<file path="src/rtl/seq_link_pkg.sv">
// Shared definitions for the serial sequence-detector link:
// frame states and the default sync pattern used by transmitter and detector.
package seq_link_pkg;

   typedef enum logic [1:0] {
      ST_IDLE = 2'd0,
      ST_SYNC = 2'd1,
      ST_DATA = 2'd2,
      ST_GAP  = 2'd3
   } link_state_e;

   localparam int SYNC_W_DEFAULT = 4;
   localparam logic [SYNC_W_DEFAULT-1:0] SYNC_DEFAULT = 4'b1011;

   function automatic int max3(input int a, input int b, input int c);
      int m;
      m = (a > b) ? a : b;
      return (m > c) ? m : c;
   endfunction

endpackage

</file>
<file path="src/rtl/seq_frame_tx_piso_shift.sv">
// Parallel-in/serial-out register: loads a word, shifts left, exposes the MSB.
module piso_shift #(
   parameter int DATA_W = 8
) (
   input  logic              clk,
   input  logic              i_load,
   input  logic              i_shift,
   input  logic [DATA_W-1:0] i_data,
   output logic              o_msb
);

   logic [DATA_W-1:0] r_data;

   always_ff @(posedge clk) begin
      if (i_load) begin
         r_data <= i_data;
      end else if (i_shift) begin
         r_data <= r_data << 1;
      end
   end

   assign o_msb = r_data[DATA_W-1];

endmodule

</file>
<file path="src/rtl/seq_frame_tx.sv">
// Serial frame transmitter: sync pattern, then payload MSB-first, then idle zeros,
// with a valid/ready word interface and registered serial outputs.
module seq_frame_tx
   import seq_link_pkg::*;
#(
   parameter int                DATA_W  = 8,
   parameter int                SYNC_W  = SYNC_W_DEFAULT,
   parameter logic [SYNC_W-1:0] SYNC    = SYNC_W'(SYNC_DEFAULT),
   parameter int                GAP_LEN = 2
) (
   input  logic              clk,
   input  logic              rst,
   input  logic [DATA_W-1:0] in_data,
   input  logic              in_valid,
   output logic              in_ready,
   output logic              s,
   output logic              busy,
   output logic              done
);

   localparam int CNT_MAX = max3(SYNC_W, DATA_W, GAP_LEN);
   localparam int CNT_W   = $clog2(CNT_MAX + 1);

   localparam logic [CNT_W-1:0] SYNC_LAST = CNT_W'(SYNC_W - 1);
   localparam logic [CNT_W-1:0] DATA_LAST = CNT_W'(DATA_W - 1);
   localparam logic [CNT_W-1:0] GAP_LAST  = CNT_W'((GAP_LEN > 0) ? GAP_LEN - 1 : 0);
   localparam logic [CNT_W-1:0] CNT_ONE   = CNT_W'(1);

   localparam logic [1:0] S_IDLE = ST_IDLE;
   localparam logic [1:0] S_SYNC = ST_SYNC;
   localparam logic [1:0] S_DATA = ST_DATA;
   localparam logic [1:0] S_GAP  = ST_GAP;

   logic [1:0]        r_state;
   logic [CNT_W-1:0]  r_cnt;
   logic [SYNC_W-1:0] r_sync;
   logic              r_s;
   logic              r_busy;
   logic              r_done;
   logic              r_in_ready;

   logic w_accept;
   logic w_shift;
   logic w_msb;

   assign w_accept = in_valid && r_in_ready;

   // The payload register advances on every edge that puts a new payload bit on s.
   assign w_shift = ((r_state == S_SYNC) && (r_cnt == '0)) ||
                    ((r_state == S_DATA) && (r_cnt != '0));

   piso_shift #(
      .DATA_W (DATA_W)
   ) u_piso (
      .clk     (clk),
      .i_load  (w_accept),
      .i_shift (w_shift),
      .i_data  (in_data),
      .o_msb   (w_msb)
   );

   // Sync bits after the first one, already aligned so the next bit is the MSB.
   always_ff @(posedge clk) begin
      if (w_accept) begin
         r_sync <= SYNC << 1;
      end else if (r_state == S_SYNC) begin
         r_sync <= r_sync << 1;
      end
   end

   always_ff @(posedge clk) begin
      if (rst) begin
         r_state    <= S_IDLE;
         r_cnt      <= '0;
         r_s        <= 1'b0;
         r_busy     <= 1'b0;
         r_done     <= 1'b0;
         r_in_ready <= 1'b0;
      end else begin
         r_done <= 1'b0;
         case (r_state)
            S_IDLE: begin
               r_s    <= 1'b0;
               r_busy <= 1'b0;
               if (w_accept) begin
                  r_state    <= S_SYNC;
                  r_cnt      <= SYNC_LAST;
                  r_s        <= SYNC[SYNC_W-1];
                  r_busy     <= 1'b1;
                  r_in_ready <= 1'b0;
               end else begin
                  r_in_ready <= 1'b1;
               end
            end
            S_SYNC: begin
               if (r_cnt == '0) begin
                  r_state <= S_DATA;
                  r_cnt   <= DATA_LAST;
                  r_s     <= w_msb;
                  r_done  <= (DATA_W == 1);
               end else begin
                  r_cnt <= r_cnt - CNT_ONE;
                  r_s   <= r_sync[SYNC_W-1];
               end
            end
            S_DATA: begin
               if (r_cnt == '0) begin
                  r_s <= 1'b0;
                  if (GAP_LEN == 0) begin
                     r_state    <= S_IDLE;
                     r_cnt      <= '0;
                     r_busy     <= 1'b0;
                     r_in_ready <= 1'b1;
                  end else begin
                     r_state <= S_GAP;
                     r_cnt   <= GAP_LAST;
                  end
               end else begin
                  r_cnt  <= r_cnt - CNT_ONE;
                  r_s    <= w_msb;
                  r_done <= (r_cnt == CNT_ONE);
               end
            end
            S_GAP: begin
               r_s <= 1'b0;
               if (r_cnt == '0) begin
                  r_state    <= S_IDLE;
                  r_busy     <= 1'b0;
                  r_in_ready <= 1'b1;
               end else begin
                  r_cnt <= r_cnt - CNT_ONE;
               end
            end
            default: begin
               r_state <= S_IDLE;
               r_cnt   <= '0;
               r_s     <= 1'b0;
               r_busy  <= 1'b0;
            end
         endcase
      end
   end

   assign in_ready = r_in_ready;
   assign s        = r_s;
   assign busy     = r_busy;
   assign done     = r_done;

endmodule
</file>
<file path="config.mk">
export PLATFORM = sky130hd
export DESIGN_NAME = seq_frame_tx
export DESIGN_NICKNAME = d
export VERILOG_FILES = /design/src/rtl/seq_link_pkg.sv /design/src/rtl/seq_frame_tx_piso_shift.sv /design/src/rtl/seq_frame_tx.sv
export SDC_FILE = /design/constraint.sdc
export NUM_CORES = 1
export LEC_CHECK = 0
export ABC_AREA = 1
export ABC_CLOCK_PERIOD_IN_PS = 2000
export CAP_MARGIN = 20
export CORE_MARGIN = 8
export CORE_UTILIZATION = 35
export DETAILED_ROUTE_END_ITERATION = 12
export MAX_ROUTING_LAYER = met4
export SKIP_CTS_REPAIR_TIMING = 1
export SYNTH_ARGS = -nofsm -noshare
export SYNTH_HDL_FRONTEND = slang
export SYNTH_HIERARCHICAL = 1
export SYNTH_SLANG_ARGS = --single-unit
</file>
<file path="constraint.sdc">
create_clock -name clk -period 2 [get_ports clk]
set_input_delay 0.4 -clock clk [delete_from_list [all_inputs] [get_ports clk]]
set_output_delay 0.4 -clock clk [all_outputs]
set_load 0.02 [all_outputs]
</file>
# After elaboration in Yosys (flattened, before gate mapping)
# Index checks and enable logic that the tools add are counted.
[op_classes]
n_eq_ne = 9
bitwise = 1
add_sub_neg = 1
muxes = 21
n_reduce_logical = 13
[op_table]
columns = ["op", "count"]
rows = [
  ["$mux 4", 4],
  ["$mux 8", 2],
  ["$pmux 4 s4", 1],
  ["$mux 2", 4],
  ["$pmux 2 s4", 1],
  ["$mux 1", 6],
  ["$ne 2x1->1 const B", 3],
  ["$eq 2x2->1 const B", 2],
  ["$eq 4x1->1 const B", 1],
  ["$logic_not 4->1", 1],
  ["$ne 2x2->1 const B", 2],
  ["$pmux 1 s2", 2],
  ["$pmux 1 s4", 1],
  ["$reduce_and 2->1", 2],
  ["$reduce_and 4->1", 1],
  ["$reduce_bool 2->1", 2],
  ["$reduce_bool 4->1", 1],
  ["$sub 4x1->4 const B", 1],
  ["$logic_and 1x1->1", 3],
  ["$reduce_or 3->1", 1],
  ["$eq 2x1->1 const B", 1],
  ["$logic_not 2->1", 1],
  ["$logic_or 1x1->1", 1],
  ["$not 1->1", 1],
]
[totals]
out_inout_bits = 4
inputBits = 11
register_bits = 21
elab_cells = 53

# Logic depth before layout (Yosys ltp)
[logic_depth]
depth_word = 5
mapped_depth = 9
depth_no_buf = 9

# Modules after synthesis
# The synthesis kept the hierarchy.
[by_module_without_submodules]
columns = ["module", "area_per_inst_um2", "n_inst", "cells_per_inst", "seq_area_each_um2"]
rows = [
  ["seq_frame_tx", 726.9, 1, 105, 260.2],
  ["piso_shift", 347.8, 1, 34, 240.2],
]

# Least setup slack after synthesis
# No wires, ideal clock.
[synth_timing]
path_kind = "register to register"
from = "register r_cnt[0]"
to = "register u_piso.r_data[0] (enable)"
path_stages_with_launch = 8
setup_time_ns = 0.330
arrival_ns = 1.186
path_slack_ns = 0.485
t_required_ns = 1.670
cell_sequence = "dfxtp_1 -> inv_1 -> ha_1 -> inv_2 -> nor2_4 -> nand2_2 -> nand2_2 -> or2_1"
[synth_via]
elab_chain_len = 4
elab_cells_between_ends = 6
classes_between = "reduce/logical: 6"
[synth_lines]
columns = ["item", "line", "source"]
rows = [
  ["start: declaration", "seq_frame_tx.sv:35", "logic [CNT_W-1:0] r_cnt;"],
  ["start signal: assignment", "seq_frame_tx.sv:102", "r_cnt <= r_cnt - CNT_ONE;"],
  ["start signal: assignment", "seq_frame_tx.sv:119", "r_cnt <= r_cnt - CNT_ONE;"],
  ["start signal: assignment", "seq_frame_tx.sv:131", "r_cnt <= r_cnt - CNT_ONE;"],
  ["$logic_not 4->1 or $reduce_bool 4->1 (tied branches)", "seq_frame_tx.sv:49, seq_frame_tx.sv:50", ""],
  ["$logic_and 1x1->1, on equally long branches", "seq_frame_tx.sv:49, seq_frame_tx.sv:50", ""],
  ["$logic_or 1x1->1 (*)", "seq_frame_tx.sv:49", "assign w_shift = ((r_state == S_SYNC) && (r_cnt == '0)) ||"],
  ["net w_shift", "seq_frame_tx.sv:43", "logic w_shift;"],
  ["$reduce_bool 2->1 (no source line) (*)", "-", ""],
  ["end signal: assignment", "seq_frame_tx_piso_shift.sv:16", "r_data <= i_data;"],
  ["end signal: assignment", "seq_frame_tx_piso_shift.sv:18", "r_data <= r_data << 1;"],
  ["end: declaration", "seq_frame_tx_piso_shift.sv:12", "logic [DATA_W-1:0] r_data;"],
]
# Mark *: on every way through the listed nets, which the timed path passes. The rest lies on a longest branch.
# A chain may end at the register's enable or synchronous reset.

# Worst setup path after layout
[layout_timing]
from = "register r_cnt[0]"
to = "register u_piso.r_data[6] (enable)"
# Same word-level chain as after synthesis.

==> flow_summary.json <==
{
  "yosys_register_bits": 21,
  "fmaxAchievable_mhz": 583.4,
  "worstSetupPathDepth": 7,
  "syn2layout_area_growth_pct": 19.32,
  "avgViaCountPerCell": 4.668,
  "grt_remaining_overflow": 0,
  "cts.clk_slew.worst_paths_ns": 0.13,
  "synth_largest_area_cell": "dfxtp_1",
  "die_y_um": 71.42,
  "antenna_violations_before_repair": 0,
  "cts_buffers": 3,
  "post_synth_most_frequent_cells": "nand2_1 (49), inv_1 (17), dfxtp_1 (13), nor2_1 (13), edfxtp_1 (8)",
  "cts_max_path_bufs": 2,
  "synth-edff-count": 8,
  "clockRootBuffer": "clkbuf_4",
  "placeable_area_um2": 2978,
  "synth.net_count": 156,
  "syn_inst": 139,
  "globalRouteTotalUtil_pct": 9.202,
  "worstPathArrival_ns": 1.70,
  "power.density_cell_area_nw_per_um2": 1529,
  "setup-violations-final": 0,
  "finalPower_w": 0.001961,
  "max_cap_viol_count": 0,
  "worstSkewPairLatency_ns": 0.31,
  "irDropWorstVdd_mv": 0.6371,
  "hold_wc_path_type": "register to register",
  "detailedPlacementHpwl_um": 1584,
  "cp-start-kind": "register",
  "slowest_delay_ns": 0.33,
  "cp_slowest_cell": "dfxtp_1",
  "ys_top_cells_by_area": "dfxtp_1 (24%), edfxtp_1 (22%), nand2_1 (17%)",
  "grt_setup_unrepaired": "no",
  "first_pass_iters": 4,
  "tns_ns": 0,
  "ff2ff_path_depth": 7,
  "cts.htree.levels": 1,
  "dieWidth_um": 71.42,
  "synth_async_sr_flop_share_pct": 0,
  "ports": 15,
  "synth.most_common_cell": "nand2_1",
  "grt_max_degree": 14,
  "worst-slew-pin-transition_ns": 0.3477,
  "timing_worst_setup_path_type": "register to register",
  "timing.reg2reg.setup_slack_ns": 0.29,
  "final_layout_size_suffix_gt1_share_pct": 10.19,
  "yosysTopAreaCellShare_pct": 24.21,
  "critical_path_cell_by_cell": "inv_1, ha_1, inv_2, nor2_4, nand2_2, nand2_2, or2_1",
  "synth_top_flop_cell": "dfxtp_1",
  "die-area_um2": 5100,
  "route.antenna.remaining_nets": 0,
  "critical_path_buf_inv_count": 2,
  "initial_utilization_pct": 36.09,
  "gp_congestion": 0.8224,
  "count_of_vias_placed_by_the_detailed_router": 887,
  "final_hold_viol_count": 0,
  "wl_per_cell_um": 10.76,
  "drt_iter0_drc": 31,
  "cp_common_cell": "nand2_2",
  "syn_area_um2": 1075,
  "power.static_leakage_nw": 0.6142,
  "first_global_vias": 859,
  "global_route_wire_length_before_repair_um": 3643,
  "clock-skew-final_ns": 0.009562,
  "timing.hold.worst_path_depth": 2,
  "placement_rows": 20,
  "timing.max_slew.rel_slack_pct": 76.82,
  "cts_tree": "done",
  "clock_sink_count": 21,
  "layout.nets": 175,
  "finalWirelength_um": 2044,
  "yosysWarningCount": 6,
  "place.port_buffers": 14,
  "run_status": "finished, final reports clean",
  "path_delay_family": "simple AND/OR/NAND/NOR gates",
  "drcViolationCount": 0,
  "synth_cell_types": 19,
  "critical_path_peak_fanout": 8,
  "fin_crit_ns": 1.714,
  "end_kind": "register",
  "antenna_cells_inserted": 0,
  "post-route-period-util_pct": 85.71,
  "number_of_pins_with_negative_max_slew_slack_in_the_final_report": 0,
  "synth_seq_area_share_pct": 46.57,
  "crit_required_ns": 1.98,
  "syn-mean-instance-area_um2": 7.732
}
## metrics by stage
stage	util, %	area [um^2]	std cells	hold WS [ns]	setup WS, ns
after floorplan	-	1075	139	0.4361	0.4846
after global placement	42.06	1252	186	0.4573	0.3073
after detailed placement	42.06	1252	186	0.4538	0.2413
after CTS	43.07	1282	190	0.4744	0.2737
after global routing	43.07	1282	190	0.5013	0.1595
final	43.07	1282	190	0.4700	0.2858
## logic make-up after synthesis
logic type	after synthesis	synth area share (%)
adder cells (fa/ha/maj)	6	6.985
buffers and inverters	20	7.683
AND/OR/NAND/NOR	76	30.62
AO/OA/AOI/OAI	16	8.150
flip-flops	21	46.57
## area by class of cell
class,count,area [um^2]
clock buffers,3,22.52
clock inverters,1,7.507
fillers,319,1695
inverters,19,71.32
multi-input cells,98,491.7
flip-flops and latches,21,500.5
well taps,33,41.29
repair buffers,15,147.6
## layer usage
layer	GRT usage (%)	share of wire, %	up-vias
met5	-	0	-
met4	6.236	3.3	0
met3	2.232	4.3	6
met2	14.18	46	15
met1	10.34	47	395
li1	-	-	471
## path summary, 6_finish.rpt
path                   from          endpoint
setup / recovery   r_cnt[0]  u_piso/r_data[6]
hold / removal    r_sync[1]         r_sync[1]
setup reg to reg   r_cnt[0]  u_piso/r_data[6]
hold reg to reg   r_sync[1]         r_sync[1]
## sequential cells by signal, summed over array words and instances (netlist names)
signal and cells:
s 1, busy 1, r_state 2, in_ready 1
r_sync 3, u_piso/r_data 8, done 1, r_cnt 4
## where the power goes
part | switching, W | leakage, nW | internal, W
clock network | 0.000134 | 0.0139 | 0.0000762
registers | 0.0000810 | 0.184 | 0.000682
logic | 0.000623 | 0.416 | 0.000365
## cells in the final DEF (no fill, tap or decap)
| cell | Yosys | routed |
|---|---|---|
| o21ai_0 | 4 | 4 |
| dfxtp_1 | 13 | 13 |
| o21ai_1 | 2 | 2 |
| nand2_2 | 5 | 5 |
| nor2_1 | 13 | 13 |
| nor2_4 | 1 | 1 |
| ha_1 | 6 | 6 |
| o211ai_1 | 1 | 1 |
| inv_2 | 2 | 2 |
| edfxtp_1 | 8 | 8 |
| or2_1 | 1 | 1 |
| nand2_1 | 49 | 49 |
| clkbuf_4 | 0 | 3 |
| clkinvlp_4 | 0 | 1 |
| a31oi_1 | 1 | 1 |
| a21oi_1 | 7 | 7 |
| inv_1 | 17 | 17 |
| a21oi_2 | 1 | 1 |
| clkdlybuf4s50_1 | 0 | 14 |
| nand3_1 | 5 | 5 |
| nand2_4 | 2 | 2 |
| buf_4 | 0 | 1 |
## worst reg2reg max path, cell delays in order (launching register included)
cell	delay (ns)
dfxtp_1	0.33
inv_1	0.12
ha_1	0.28
inv_2	0.07
nor2_4	0.14
nand2_2	0.08
nand2_2	0.07
or2_1	0.31
Note: power is estimated with default switching activity, not from simulation.
